## config.mk

```make
export PLATFORM = sky130hd
export DESIGN_NAME = uart_tx_arbiter_flat
export DESIGN_NICKNAME = d
export VERILOG_FILES = /design/src/rtl/uart_tx_arbiter_if.sv /design/src/rtl/uart_tx_arbiter.sv /design/src/flat_wrapper.sv
export SDC_FILE = /design/constraint.sdc
export NUM_CORES = 1
export LEC_CHECK = 0
export CAP_MARGIN = 15
export CORE_MARGIN = 1
export CORE_UTILIZATION = 49
export CTS_BUF_LIST = sky130_fd_sc_hd__clkbuf_4
export CTS_CLUSTER_DIAMETER = 30
export CTS_CLUSTER_SIZE = 12
export DETAILED_ROUTE_END_ITERATION = 7
export PLACE_DENSITY = 0.86
export SETUP_SLACK_MARGIN = 0.2
export SLEW_MARGIN = 0
export SYNTH_ARGS = -nofsm -noshare
export SYNTH_HDL_FRONTEND = slang
export SYNTH_SLANG_ARGS = --single-unit
export TNS_END_PERCENT = 30
```

## constraint.sdc

```tcl
create_clock -name clk -period 2.2 [get_ports clk]
set_input_delay 0.22 -clock clk [delete_from_list [all_inputs] [get_ports clk]]
set_output_delay 0.22 -clock clk [all_outputs]
set_load 0.02 [all_outputs]
```

## src/rtl/uart_tx_arbiter_if.sv

```systemverilog
// Producer-side handshake and physical_uart signals shared by uart_tx_arbiter and its environment.
// master = arbiter side, slave = producers plus transmitter side.
interface uart_tx_arbiter_if #(
    parameter int NUM_REQ = 4,
    parameter int ID_W    = 4
);
    logic [NUM_REQ-1:0]   req_valid;
    logic [8*NUM_REQ-1:0] req_data;
    logic [NUM_REQ-1:0]   req_ready;
    logic [7:0]           uart_byte_tx;
    logic                 uart_start_tx;
    logic                 uart_done_tx;
    logic                 busy;
    logic [ID_W-1:0]      grant_id;
    logic                 timeout_err;
    logic                 err_clr;

    modport master (
        input  req_valid, req_data, uart_done_tx, err_clr,
        output req_ready, uart_byte_tx, uart_start_tx, busy, grant_id, timeout_err
    );

    modport slave (
        output req_valid, req_data, uart_done_tx, err_clr,
        input  req_ready, uart_byte_tx, uart_start_tx, busy, grant_id, timeout_err
    );
endinterface

```

## src/rtl/uart_tx_arbiter.sv

```systemverilog
// Round-robin share of one physical_uart transmitter among NUM_REQ byte producers; option UART_ID_HEADER_EN adds an id header byte.
// Latency: accept to uart_start_tx 1 cycle; next accept 1 cycle after the uart_done_tx rising edge.
// Backpressure: req_ready pulses only in IDLE, so producers hold req_valid/req_data until accepted.
module uart_tx_arbiter #(
    parameter int NUM_REQ        = 4,
    parameter int ID_W           = 4,
    parameter int TIMEOUT_CYCLES = 200000
) (
    input  logic              clk,
    input  logic              arstn,
    uart_tx_arbiter_if.master bus
);
    localparam int PTR_W = $clog2(NUM_REQ);
    localparam int CNT_W = (TIMEOUT_CYCLES > 2) ? $clog2(TIMEOUT_CYCLES) : 1;
    localparam logic [CNT_W-1:0] CNT_LAST  = CNT_W'(TIMEOUT_CYCLES - 1);
    localparam logic [PTR_W-1:0] PTR_LAST  = PTR_W'(NUM_REQ - 1);

`ifdef UART_ID_HEADER_EN
    typedef enum logic [2:0] {IDLE, HDR_START, HDR_WAIT, START, WAIT} state_t;
`else
    typedef enum logic [1:0] {IDLE, START, WAIT} state_t;
`endif

    state_t              state;
    state_t              state_nxt;
    logic [PTR_W-1:0]    rr_ptr;
    logic [PTR_W-1:0]    cand;
    logic [PTR_W-1:0]    winner;
    logic                found;
    logic                accept;
    logic [7:0]          win_dat;
    logic [7:0]          hold_q;
    logic [ID_W-1:0]     grant_q;
    logic [CNT_W-1:0]    wd_cnt;
    logic                wd_clr;
    logic                in_wait;
    logic                timeout;
    logic                done_q;
    logic                done_rise;
    logic                err_q;
    logic [NUM_REQ-1:0]  ready_vec;
`ifdef UART_ID_HEADER_EN
    logic [7:0]          byte_q;
    logic [7:0]          byte_nxt;
`endif

    // First valid requester at or above rr_ptr, wrapping past NUM_REQ-1.
    always_comb begin
        found  = 1'b0;
        winner = '0;
        cand   = '0;
        for (int k = 0; k < NUM_REQ; k++) begin
            cand = PTR_W'((int'(rr_ptr) + k) % NUM_REQ);
            if (!found && bus.req_valid[cand]) begin
                found  = 1'b1;
                winner = cand;
            end
        end
    end

    // Reset also masks the combinational accept so req_ready reads 0 during reset.
    assign accept    = found && (state == IDLE) && !arstn;
    assign win_dat   = 8'(bus.req_data >> (8 * int'(winner)));
    assign ready_vec = accept ? (NUM_REQ'(1) << winner) : '0;
    assign done_rise = bus.uart_done_tx && !done_q;

`ifdef UART_ID_HEADER_EN
    assign in_wait = (state == WAIT) || (state == HDR_WAIT);
`else
    assign in_wait = (state == WAIT);
`endif

    always_ff @(posedge clk or posedge arstn) begin
        if (arstn) begin
            state <= IDLE;
        end else begin
            state <= state_nxt;
        end
    end

    always_comb begin
        state_nxt = state;
        wd_clr    = 1'b0;
        timeout   = 1'b0;
`ifdef UART_ID_HEADER_EN
        byte_nxt  = byte_q;
`endif
        case (state)
            IDLE: begin
                if (accept) begin
`ifdef UART_ID_HEADER_EN
                    state_nxt = HDR_START;
                    byte_nxt  = {4'hA, 4'(winner)};
`else
                    state_nxt = START;
`endif
                end
            end
`ifdef UART_ID_HEADER_EN
            HDR_START: begin
                wd_clr    = 1'b1;
                state_nxt = HDR_WAIT;
            end
            HDR_WAIT: begin
                if (done_rise) begin
                    state_nxt = START;
                    byte_nxt  = hold_q;
                end else if (wd_cnt == CNT_LAST) begin
                    // A dead header frame drops the data byte with it.
                    timeout   = 1'b1;
                    state_nxt = IDLE;
                end
            end
`endif
            START: begin
                wd_clr    = 1'b1;
                state_nxt = WAIT;
            end
            WAIT: begin
                if (done_rise) begin
                    state_nxt = IDLE;
                end else if (wd_cnt == CNT_LAST) begin
                    timeout   = 1'b1;
                    state_nxt = IDLE;
                end
            end
            default: state_nxt = IDLE;
        endcase
    end

    always_ff @(posedge clk or posedge arstn) begin
        if (arstn) begin
            rr_ptr  <= '0;
            hold_q  <= '0;
            grant_q <= '0;
            done_q  <= 1'b0;
            err_q   <= 1'b0;
            wd_cnt  <= '0;
        end else begin
            done_q <= bus.uart_done_tx;
            if (accept) begin
                hold_q  <= win_dat;
                grant_q <= ID_W'(winner);
                rr_ptr  <= (winner == PTR_LAST) ? '0 : winner + 1'b1;
            end
            if (bus.err_clr) begin
                err_q <= 1'b0;
            end else if (timeout) begin
                err_q <= 1'b1;
            end
            // Saturating watchdog; the FSM leaves WAIT before it would ever hold.
            if (wd_clr) begin
                wd_cnt <= '0;
            end else if (in_wait && (wd_cnt != CNT_LAST)) begin
                wd_cnt <= wd_cnt + 1'b1;
            end
        end
    end

`ifdef UART_ID_HEADER_EN
    always_ff @(posedge clk or posedge arstn) begin
        if (arstn) begin
            byte_q <= '0;
        end else begin
            byte_q <= byte_nxt;
        end
    end

    assign bus.uart_byte_tx  = byte_q;
    assign bus.uart_start_tx = (state == START) || (state == HDR_START);
`else
    // hold_q is loaded at accept, so it first changes on the START cycle.
    assign bus.uart_byte_tx  = hold_q;
    assign bus.uart_start_tx = (state == START);
`endif

    assign bus.req_ready   = ready_vec;
    assign bus.busy        = (state != IDLE);
    assign bus.grant_id    = grant_q;
    assign bus.timeout_err = err_q;

endmodule
```

## src/flat_wrapper.sv

```systemverilog
// flat-port wrapper written by rule: the top's interface ports become plain ports
module uart_tx_arbiter_flat 
#(
    parameter int NUM_REQ        = 4,
    parameter int ID_W           = 4,
    parameter int TIMEOUT_CYCLES = 200000
)
  (clk, arstn, bus_req_valid, bus_req_data, bus_uart_done_tx, bus_err_clr, bus_req_ready, bus_uart_byte_tx, bus_uart_start_tx, bus_busy, bus_grant_id, bus_timeout_err);
  uart_tx_arbiter_if #(.NUM_REQ(NUM_REQ), .ID_W(ID_W)) bus_i ();
  input  logic clk;
  input  logic arstn;
  input wire logic [$bits(bus_i.req_valid)-1:0] bus_req_valid;
  input wire logic [$bits(bus_i.req_data)-1:0] bus_req_data;
  input wire logic [$bits(bus_i.uart_done_tx)-1:0] bus_uart_done_tx;
  input wire logic [$bits(bus_i.err_clr)-1:0] bus_err_clr;
  output wire logic [$bits(bus_i.req_ready)-1:0] bus_req_ready;
  output wire logic [$bits(bus_i.uart_byte_tx)-1:0] bus_uart_byte_tx;
  output wire logic [$bits(bus_i.uart_start_tx)-1:0] bus_uart_start_tx;
  output wire logic [$bits(bus_i.busy)-1:0] bus_busy;
  output wire logic [$bits(bus_i.grant_id)-1:0] bus_grant_id;
  output wire logic [$bits(bus_i.timeout_err)-1:0] bus_timeout_err;
  assign bus_i.req_valid = bus_req_valid;
  assign bus_i.req_data = bus_req_data;
  assign bus_i.uart_done_tx = bus_uart_done_tx;
  assign bus_i.err_clr = bus_err_clr;
  assign bus_req_ready = bus_i.req_ready;
  assign bus_uart_byte_tx = bus_i.uart_byte_tx;
  assign bus_uart_start_tx = bus_i.uart_start_tx;
  assign bus_busy = bus_i.busy;
  assign bus_grant_id = bus_i.grant_id;
  assign bus_timeout_err = bus_i.timeout_err;
  uart_tx_arbiter #(.NUM_REQ(NUM_REQ), .ID_W(ID_W), .TIMEOUT_CYCLES(TIMEOUT_CYCLES)) u_core (.clk(clk), .arstn(arstn), .bus(bus_i));
endmodule
```

* After elaboration in Yosys (flattened, before gate mapping)
Cells that the tools add are included.
** Word-level totals
- Logic and storage cells :: 72
- Register bits :: 34
- Output and inout bits :: 19
- RAM bits :: 0
- Bits in latches :: 0
- ROM bits :: 0
- Memories :: 0
** Operators by class
- Multiply operators :: 0
- Div/mod/pow operators :: 0
- Reduce and logical (&&, ||, !) cells :: 17
- Bitwise operators :: 0
- Eq/ne operators :: 7
- Mux-type cells :: 30
- $lt $le $gt $ge :: 4
- Shifts and indexed selects :: 2
- Add/sub/neg operators :: 5
** Operator list (count)
- 18-bit 2-to-1 mux :: 2
- 32-bit by 5-bit right shift with 8-bit output :: 1
- 18-bit by 1-bit adder with 18-bit output (second input constant) :: 1
- 18-bit == test (second input constant) :: 1
- 18-bit != test (second input constant) :: 1
- 2-bit 2-to-1 mux :: 8
- 1-bit 2-to-1 mux :: 14
- 2-bit by 3-bit less-than comparator with 1-bit output (second input constant) :: 4
- 1-bit binary-select mux with 2-bit select :: 4
- 1-bit logical AND :: 7
- 2-bit case mux with 3 select lines :: 1
- 2-bit nonzero test :: 3
- 1-bit zero test :: 5
- 2-bit by 1-bit adder with 2-bit output (second input constant) :: 2
- 2-bit adder (second input constant) :: 2
- 2-bit == test (second input constant) :: 2
- 4-bit 2-to-1 mux :: 1
- 1-bit by 2-bit << shifter with 4-bit output (first input constant) :: 1
- 3-bit != test (second input constant) :: 1
- 2-bit by 1-bit == test with 1-bit output (second input constant) :: 1
- 2-bit zero test :: 1
- 2-bit by 1-bit != test with 1-bit output (second input constant) :: 1
- 2-bit AND reduction :: 1

* Logic depth before layout (Yosys ltp)
Gate-level depths: netlist (run 1).
- Depth after elaboration :: 16
- Depth in mapped cells :: 8

* Least setup slack after synthesis (run 1)
Ideal clock, no wire load.
- Path type :: reg2out
- From :: register u_core.rr_ptr[1]
- To :: output bus_req_ready[0]
- Stages on the path, launching flop included :: 9
- Path slack :: 0.272 ns
- Arrival :: 1.708 ns
- Path buffers :: 2
- Data required time :: 1.980 ns
- Cell sequence :: dfrtp_1 a21o_1 a21oi_1 o22a_1 buf_4 buf_2 inv_1 ha_1 and2_1
** RTL lines
- from (decl) :: line uart_tx_arbiter.sv:26 : logic [PTR_W-1:0] rr_ptr;
- from (signal assigned) :: line uart_tx_arbiter.sv:144 : rr_ptr <= (winner == PTR_LAST) ? '0 : winner + 1'b1;
- parallel branches: the longest is 11 deep, another holds 2-bit by 1-bit adder with 2-bit output
- 2-bit 2-to-1 mux (*) :: line uart_tx_arbiter.sv:54 : if (!found && bus.req_valid[cand]) begin
- named net u_core.winner[1] :: line uart_tx_arbiter.sv:28 : logic [PTR_W-1:0] winner;
- 1-bit by 2-bit << shifter with 4-bit output (*) :: line uart_tx_arbiter.sv:64 : assign ready_vec = accept ? (NUM_REQ'(1) << winner) : '0;
- 4-bit 2-to-1 mux (*) :: line uart_tx_arbiter.sv:64
- to (decl) :: line flat_wrapper.sv:16 : output wire logic [$bits(bus_i.req_ready)-1:0] bus_req_ready;
Mark *: on every way through the listed nets, which the timed path passes. The select of a mux whose other input is x is not followed.

* Worst setup path in the final report (run 1)
- From :: register u_core.rr_ptr[0]
- To :: output bus_req_ready[0]
** Between the ends
- Word-level cells in the longest chain between the ends :: 15
** RTL lines (line)
- parallel branches: the longest is 14 deep, another holds 2-bit by 1-bit adder with 2-bit output
- 4-bit 2-to-1 mux (*) :: uart_tx_arbiter.sv:64
Mark *: on every way between the ends. The select of a mux whose other input is x is not followed.

==> metrics.md, run 1 <==
| Metric | Value |
|---|---|
| Pin count of the biggest net entering global routing | `35` |
| Period utilisation layout | `0.9759` |
| Synthesized netlist cell count | `208` |
| Met3 GRT Util | `0.04483` |
| Ranking of synthesized cells by area | `sky130_fd_sc_hd__dfrtp_1 (42%), sky130_fd_sc_hd__mux2i_1 (8.0%), sky130_fd_sc_hd__o221ai_2 (6.0%)` |
| Max clock buf depth | `2` |
| Overall overflow remaining after global route | `0` |
| Global-route wire length before repair | `8.059 mm` |
| Post-route non-filler standard cell count | `332` |
| Data required time at the worst endpoint | `1.98 ns` |
| Most common cell after layout, fill and taps aside | `sky130_fd_sc_hd__clkdlybuf4s50_1` |
| First DRT Iteration DRCs | `60` |
| Busiest metal layer after global routing | `met2` |
| Achievable frequency | `465.8 MHz` |
| Routed Antenna Nets | `0` |
| Outcome | `completed` |
| Cell count after placement | `315` |
| Die height | `66.10 um` |
| CP arrival | `1.93 ns` |
| Vias per inst | `5.587` |
| Footprint of the multi-input gates | `1099 um^2` |
| Count of endpoints failing hold in the final timing report | `0` |
| Setup violation total in the final timing report | `0` |
| Register cell area after layout | `852.1 um^2` |
| Max-slew violations | `0` |
| Cell type with the highest aggregate area in the netlist | `sky130_fd_sc_hd__dfrtp_1` |
| Routed wire per std cell | `15.92 um` |
| Cell chosen for the clock root | `sky130_fd_sc_hd__clkbuf_4` |
| Unique masters post-synth | `39` |
| Most frequent cells in the layout | `sky130_fd_sc_hd__clkdlybuf4s50_1 (49), sky130_fd_sc_hd__dfrtp_1 (33), sky130_fd_sc_hd__buf_4 (22), sky130_fd_sc_hd__nand2_1 (18), sky130_fd_sc_hd__nand3_1 (17)` |
| Num CTS Buffers | `5` |
| Area share of the largest cell type after synthesis | `0.4226` |
| Antenna Cells | `0` |
| Antenna violations before repair | `0` |
| Maximum fanout along the worst path | `4` |
| Hold crit path type | `in2async` |
| GR Util met1 | `0.3333` |
| Total I/O pin count | `59` |
| Total of max-cap violations | `0` |
| GP Congestion | `0.8204` |
| Wire length after detailed routing | `5.287 mm` |
| CTS tree | `yes` |
| Die area | `4369 um^2` |
| Clock slew at the register clock pins of the worst setup and hold paths | `0.12 ns` |
| Crit end category | `output port` |
| RSZ-0062 raised after global routing | `yes` |
| Vias in the first global route | `1691` |
| Number of port buffers | `56` |
| Clock network latency to the later pin of the worst-skew pair | `0.35 ns` |
| Synthesized area per cell | `9.679 um^2` |
| Final net count | `328` |
| Startpoint kind of the worst setup timing path | `flop` |
| Share of the yosys chip area belonging to registers | `0.4226` |
| Leakage | `1.310 nW` |
| Met2 demand-to-capacity share in global routing | `0.3890` |
| Clock period minus final worst setup slack | `2.147 ns` |
| HPWL after detailed placement | `3.568 mm` |
| Combined area of all synthesized cells | `2013 um^2` |
| Overall die width | `66.10 um` |
| Critical path start-end classification | `reg2out` |
| Share of layout cells above drive strength 1 | `0.2042` |
| DR pass1 iterations | `4` |
| Post-synthesis sequential element count | `34` |
| Syn. warnings | `0` |
| DRC Markers | `0` |
| Overall Global Routing Usage | `0.2511` |
| Pwr dens | `976.7 nW/um^2` |
| Via count | `1855` |
| Accumulated negative setup slack | `0 ns` |
| # rows | `22` |
| Effective utilization at floorplan | `0.5300` |
| Fillers | `259` |
| Syn-to-layout area delta | `42.82%` |
| Core region area | `3799 um^2` |
| Worst ir drop on vdd | `0.7965 mV` |
| Worst clock skew | `0.01318 ns` |
| Clk sinks | `34` |
| Htree depth | `2` |
| Register-to-Register Setup Slack | `0.23 ns` |
[flip-flops by register name, indices dropped and copies added (netlist names)]
| signal | cells |
|---|---|
| u_core.rr_ptr | 2 |
| u_core.bus.grant_id | 2 |
| u_core.bus.timeout_err | 1 |
| u_core.wd_cnt | 18 |
| u_core.done_q | 1 |
| u_core.state | 2 |
| u_core.bus.uart_byte_tx | 8 |
[repair_timing]
item	CTS	global route
gates resized for setup	24	15
hold buffers	0	0
setup buffers	5	4
endpoints found under the setup margin	5	8
pin swaps	2	4
[metrics by stage]
step                      total power, mW  worst slack (ns)  area, um^2  utilization  hold slack (ns)
after floorplan                     1.642            0.2717        2017            -           0.2514
after global placement              2.123           -0.3426        2680       0.7055           0.4591
after detailed placement            2.164           -0.3636        2680       0.7055           0.4674
after CTS                           2.701           0.08298        2813       0.7404           0.2894
after global routing                2.984         -0.007466        2875       0.7569           0.3066
final                               2.808           0.05301        2875       0.7569           0.2855
[worst paths after layout]
| check | cells past startpoint | endpoint | startpoint |
|---|---|---|---|
| worst min register to register | 2 | u_core.bus.grant_id[0]$_DFFE_PP0P_ | u_core.bus.grant_id[0]$_DFFE_PP0P_ |
| worst max-delay path | 8 | bus_req_ready[0] | u_core.rr_ptr[0]$_DFFE_PP0P_ |
| max in group asynchronous | 3 | u_core.rr_ptr[1]$_DFFE_PP0P_ | arstn |
| worst min-delay path | 3 | u_core.bus.uart_byte_tx[1]$_DFFE_PP0P_ | arstn |
| min in group clk | 1 | u_core.done_q$_DFF_PP0_ | bus_uart_done_tx |
| worst max register to register | 7 | u_core.bus.uart_byte_tx[1]$_DFFE_PP0P_ | u_core.rr_ptr[1]$_DFFE_PP0P_ |
[report_power, final]
group | total [mW] | switching (mW) | internal (mW)
combinational | 1.47 | 0.765 | 0.710
sequential | 0.875 | 0.104 | 0.771
clock | 0.459 | 0.224 | 0.235
[routing by layer]
metal	up-vias	part of all wire	wire length, um
met4	0	0.035	187
met1	900	0.43	2259
met2	51	0.50	2631
met5	-	0	0
li1	887	-	-
met3	17	0.039	207
[logic make-up (layout without fill, tap and decap cells)]
kind of cell | Yosys count | after routing | share of synthesized area
other | 1 | 2 | 0.001863
AOI/OAI and AO/OA | 38 | 38 | 0.1523
adders and majority gates | 5 | 5 | 0.03108
DFF | 34 | 34 | 0.4226
and+or+nand+nor | 80 | 80 | 0.2094
muxes | 16 | 16 | 0.07955
xor gates and xnor gates | 10 | 10 | 0.04351
buffers and inverters | 24 | 99 | 0.05966
[cell usage after synthesis]
cell type	count
sky130_fd_sc_hd__dfrtp_1	34
sky130_fd_sc_hd__nand2_1	18
sky130_fd_sc_hd__nand3_1	17
sky130_fd_sc_hd__mux2i_1	16
sky130_fd_sc_hd__inv_1	12
sky130_fd_sc_hd__nor2_1	12
sky130_fd_sc_hd__o21ai_0	10
sky130_fd_sc_hd__xor2_1	9
sky130_fd_sc_hd__o221ai_2	8
sky130_fd_sc_hd__a21oi_1	5
sky130_fd_sc_hd__ha_1	5
sky130_fd_sc_hd__o31ai_1	5
sky130_fd_sc_hd__and2_1	4
sky130_fd_sc_hd__and3_1	4
sky130_fd_sc_hd__and4_1	4
sky130_fd_sc_hd__clkbuf_1	4
sky130_fd_sc_hd__nand2b_1	4
sky130_fd_sc_hd__or3_1	4
sky130_fd_sc_hd__buf_2	3
sky130_fd_sc_hd__buf_4	3
sky130_fd_sc_hd__nor2b_1	3
sky130_fd_sc_hd__a31oi_1	2
sky130_fd_sc_hd__buf_6	2
sky130_fd_sc_hd__nand4_1	2
sky130_fd_sc_hd__nor4b_1	2
sky130_fd_sc_hd__o211ai_1	2
sky130_fd_sc_hd__or2_1	2
sky130_fd_sc_hd__a211oi_1	1
sky130_fd_sc_hd__a21o_1	1
sky130_fd_sc_hd__and4b_1	1
sky130_fd_sc_hd__conb_1	1
sky130_fd_sc_hd__nand2_2	1
sky130_fd_sc_hd__nor3_1	1
sky130_fd_sc_hd__nor4_1	1
sky130_fd_sc_hd__o21ai_1	1
sky130_fd_sc_hd__o221a_2	1
sky130_fd_sc_hd__o22a_1	1
sky130_fd_sc_hd__o22ai_1	1
sky130_fd_sc_hd__xnor2_1	1
[worst max-delay path, cell delays in order (launching register included)]
cell	delay, ns
sky130_fd_sc_hd__dfrtp_1	0.44
sky130_fd_sc_hd__nor2b_2	0.08
sky130_fd_sc_hd__buf_4	0.14
sky130_fd_sc_hd__nor3_4	0.25
sky130_fd_sc_hd__o22ai_4	0.14
sky130_fd_sc_hd__buf_6	0.15
sky130_fd_sc_hd__ha_4	0.14
sky130_fd_sc_hd__and2_4	0.13
sky130_fd_sc_hd__buf_6	0.12
[layout make-up]
class / instances / area share
multi-input cells: 151 / 0.3821
flip-flops and latches: 34 / 0.2963
repair buffers: 79 / 0.2581
well taps: 48 / 0.02089
inverters: 12 / 0.01567
clock inverters: 3 / 0.01393
clock buffers: 5 / 0.01305
Note: power is estimated with default switching activity, not from simulation.
==> run 2: changes to the inputs <==
Settings changed: HOLD_SLACK_MARGIN set to 0.03, PLACE_DENSITY 0.86 to 0.82.
==> run 2 against run 1 <==
Effect of this change:
- global-route usage shrank 2.4 points
- flip-flop and latch count unchanged
- register-to-register slack improved by 0.02 ns
- non-clock buffer count is 3 lower
- hold slack better by 0.021 ns
- routed wire length shrank 9.4%
- clock power fell by 34%
- die area is the same
- first-iteration DRC count decreased by 10%
- critical path depth is 1 lower
==> metrics.md, run 2 (same netlist as run 1, synthesis figures left out) <==
| Metric | Value |
|---|---|
| Via count | `1785 (-3.8%)` |
| Top Metal Used | `met4` |
| Portion of total power attributed to the clock network | `0.119 (-0.045)` |
| Htree depth | `2 (unchanged)` |
| Vias per inst | `5.459 (-2.3%)` |
| Combinational share of power | `0.541 (+0.016)` |
| Seq pwr share | `0.341 (+0.030)` |
| Worst ir drop on vdd | `0.6957 mV (-13%)` |
| CP arrival | `1.83 ns (-0.10 ns)` |
| Critical path start-end classification | `reg2out` |
| Placed cell area | `2688 um^2 (+0.28%)` |
| Total of max-cap violations | `0 (unchanged)` |
| Data required time at the worst endpoint | `1.98 ns (about the same)` |
| Most frequent cells in the layout | `sky130_fd_sc_hd__clkdlybuf4s50_1 (50), sky130_fd_sc_hd__dfrtp_1 (33), sky130_fd_sc_hd__buf_4 (19), sky130_fd_sc_hd__nand2_1 (18), sky130_fd_sc_hd__nand3_1 (17)` |
| Global-route wire length before repair | `7.396 mm (-8.2%)` |
| Die height | `66.10 um (unchanged)` |
| Achievable frequency | `486.7 MHz (+4.5%)` |
| Max clock buf depth | `2 (unchanged)` |
| Fillers | `281 (+8.5%)` |
| Clock network latency to the later pin of the worst-skew pair | `0.34 ns (about the same)` |
| Min setup slack post-route | `0.1453 ns (+0.09232 ns)` |
| Startpoint kind of the worst setup timing path | `flop` |
| Metal2 WL | `2.397 mm (-8.9%)` |
| Setup violation total in the final timing report | `0 (unchanged)` |
| Leakage | `1.270 nW (-3.1%)` |
| Met3 Routed Length | `181 um (-13%)` |
| HPWL after detailed placement | `3.507 mm (-1.7%)` |
| Post-layout power | `2.566 mW (-8.6%)` |
| Max-slew violations | `0 (unchanged)` |
| RSZ-0062 raised after global routing | `yes` |
| Post-route standard cell area excluding fillers | `2818 um^2 (-2.0%)` |
| Clock period minus final worst setup slack | `2.055 ns (-0.09232 ns)` |
| DR pass1 iterations | `4 (unchanged)` |
| Post-placement worst setup slack | `-0.2807 ns (+0.08291 ns)` |
| Hold crit path type | `in2async` |
| Wire length after detailed routing | `4.788 mm (-9.4%)` |
| Syn-to-layout area delta | `39.96%` |
| Switch Pwr | `1.009 mW (-7.6%)` |
| Number of flip-flops in the largest register | `18 (unchanged)` |
| Cell count after placement | `316 (+0.32%)` |
| M1 WL | `2.095 mm (-7.3%)` |
| Clock slew at the register clock pins of the worst setup and hold paths | `0.10 ns (-0.02 ns)` |
| Routed Antenna Nets | `0 (unchanged)` |
| Post-route non-filler standard cell count | `327 (-1.5%)` |
| Period utilisation layout | `0.9339 (-0.04196)` |
| Hold Buf Count CTS | `0 (unchanged)` |
| Clk sinks | `34 (unchanged)` |
| Final net count | `325 (-0.91%)` |
| Switching power share of the total | `0.3932 (+0.004260)` |
| Largest register by flop count | `u_core.wd_cnt` |
| Count of endpoints failing hold in the final timing report | `0 (unchanged)` |
| Antenna Cells | `0 (unchanged)` |
| Die area | `4369 um^2 (unchanged)` |
| Pin count of the biggest net entering global routing | `35 (unchanged)` |
| Overall overflow remaining after global route | `0 (unchanged)` |
| DRC Markers | `0 (unchanged)` |
| Number of port buffers | `56 (unchanged)` |
| Register cell area after layout | `852.1 um^2 (unchanged)` |
| Antenna violations before repair | `0 (unchanged)` |
| Num CTS Buffers | `5 (unchanged)` |
| Share of layout cells above drive strength 1 | `0.1935 (-0.01068)` |
| Routed wire per std cell | `14.64 um (-8.1%)` |
| Vias in the first global route | `1595 (-5.7%)` |
| Final cell utilization of the core | `0.7418 (-0.01515)` |
| Worst clock skew | `0.01091 ns (-0.002274 ns)` |
| GP Congestion | `0.7973 (-2.8%)` |
| Pwr dens | `910.7 nW/um^2 (-6.8%)` |
| CTS tree | `yes` |
| Effective utilization at floorplan | `0.5300 (unchanged)` |
| Overall die width | `66.10 um (unchanged)` |
| Internal power | `1.557 mW (-9.3%)` |
| # rows | `22 (unchanged)` |
| Total I/O pin count | `59 (unchanged)` |
| Footprint of the multi-input gates | `1096 um^2 (-0.23%)` |
| Core region area | `3799 um^2 (unchanged)` |
| Overall Global Routing Usage | `0.2273 (-0.02381)` |
| First DRT Iteration DRCs | `54 (-10%)` |
| Cell chosen for the clock root | `sky130_fd_sc_hd__clkbuf_4` |
| Most common cell after layout, fill and taps aside | `sky130_fd_sc_hd__clkdlybuf4s50_1` |
| Outcome | `completed` |
| Maximum fanout along the worst path | `4 (unchanged)` |
| Crit end category | `output port` |
[run 2: power groups by stage]
stage	Clock (mW)	Sequential, mW	Combinational [mW]
6_report	0.304	0.874	1.39
5_1_grt	0.331	0.897	1.50
4_1_cts	0.312	0.868	1.31
3_5_place_dp	0	0.882	1.28
3_3_place_gp	0	0.875	1.26
2_1_floorplan	0	0.978	0.664
[run 2: cell type report]
class,count,area share
clock inverters,1,0.001332
well taps,48,0.02131
multi-input cells,151,0.3890
inverters,12,0.01599
clock buffers,5,0.01332
flip-flops and latches,34,0.3024
repair buffers,76,0.2567
[run 2: path summary, 6_finish.rpt]
kind / startpoint / end / slack [ns] / depth (start not counted)
max: u_core.rr_ptr[0]$_DFFE_PP0P_ / bus_req_ready[2] / 0.15 / 7
min: arstn / u_core.bus.uart_byte_tx[6]$_DFFE_PP0P_ / 0.31 / 3
max reg2reg: u_core.rr_ptr[1]$_DFFE_PP0P_ / u_core.bus.uart_byte_tx[0]$_DFFE_PP0P_ / 0.25 / 7
min reg2reg: u_core.bus.grant_id[0]$_DFFE_PP0P_ / u_core.bus.grant_id[0]$_DFFE_PP0P_ / 0.48 / 2
max in group asynchronous: arstn / u_core.rr_ptr[0]$_DFFE_PP0P_ / 1.57 / 3
min in group clk: bus_uart_done_tx / u_core.done_q$_DFF_PP0_ / 0.35 / 1
[run 2: routing by layer]
layer	up-vias	global-route usage
met5	-	0
met4	0	0.06915
met3	9	0.05172
met2	38	0.3712
met1	856	0.2988
li1	882	-
[run 2: through the flow]
step                TNS, ns  hold slack, ns
finish                    0          0.3065
global route              0          0.3463
floorplan                 0          0.2514
global placement    -0.9363          0.4570
detailed placement   -1.010          0.4627
CTS                       0          0.3126
[run 2: timing repair]
action,in CTS,in global routing
setup buffers,2,3
endpoints found under the hold margin,0,0
endpoints found under the setup margin,4,5
pin swaps,2,6
resized for setup,20,21
cloned,0,0
[run 2: critical path: stages, from the launching register on]
cell	delay [ns]
sky130_fd_sc_hd__dfrtp_2	0.46
sky130_fd_sc_hd__nor2b_4	0.17
sky130_fd_sc_hd__nor2_2	0.06
sky130_fd_sc_hd__o22a_1	0.25
sky130_fd_sc_hd__buf_4	0.17
sky130_fd_sc_hd__ha_4	0.14
sky130_fd_sc_hd__and2_4	0.13
sky130_fd_sc_hd__buf_6	0.12
==> run 3: changes to the inputs <==
Settings changed: SKIP_LAST_GASP set to 1.
==> results of run 3 <==
Final layout, timing and power as in run 2 (identical DEF).
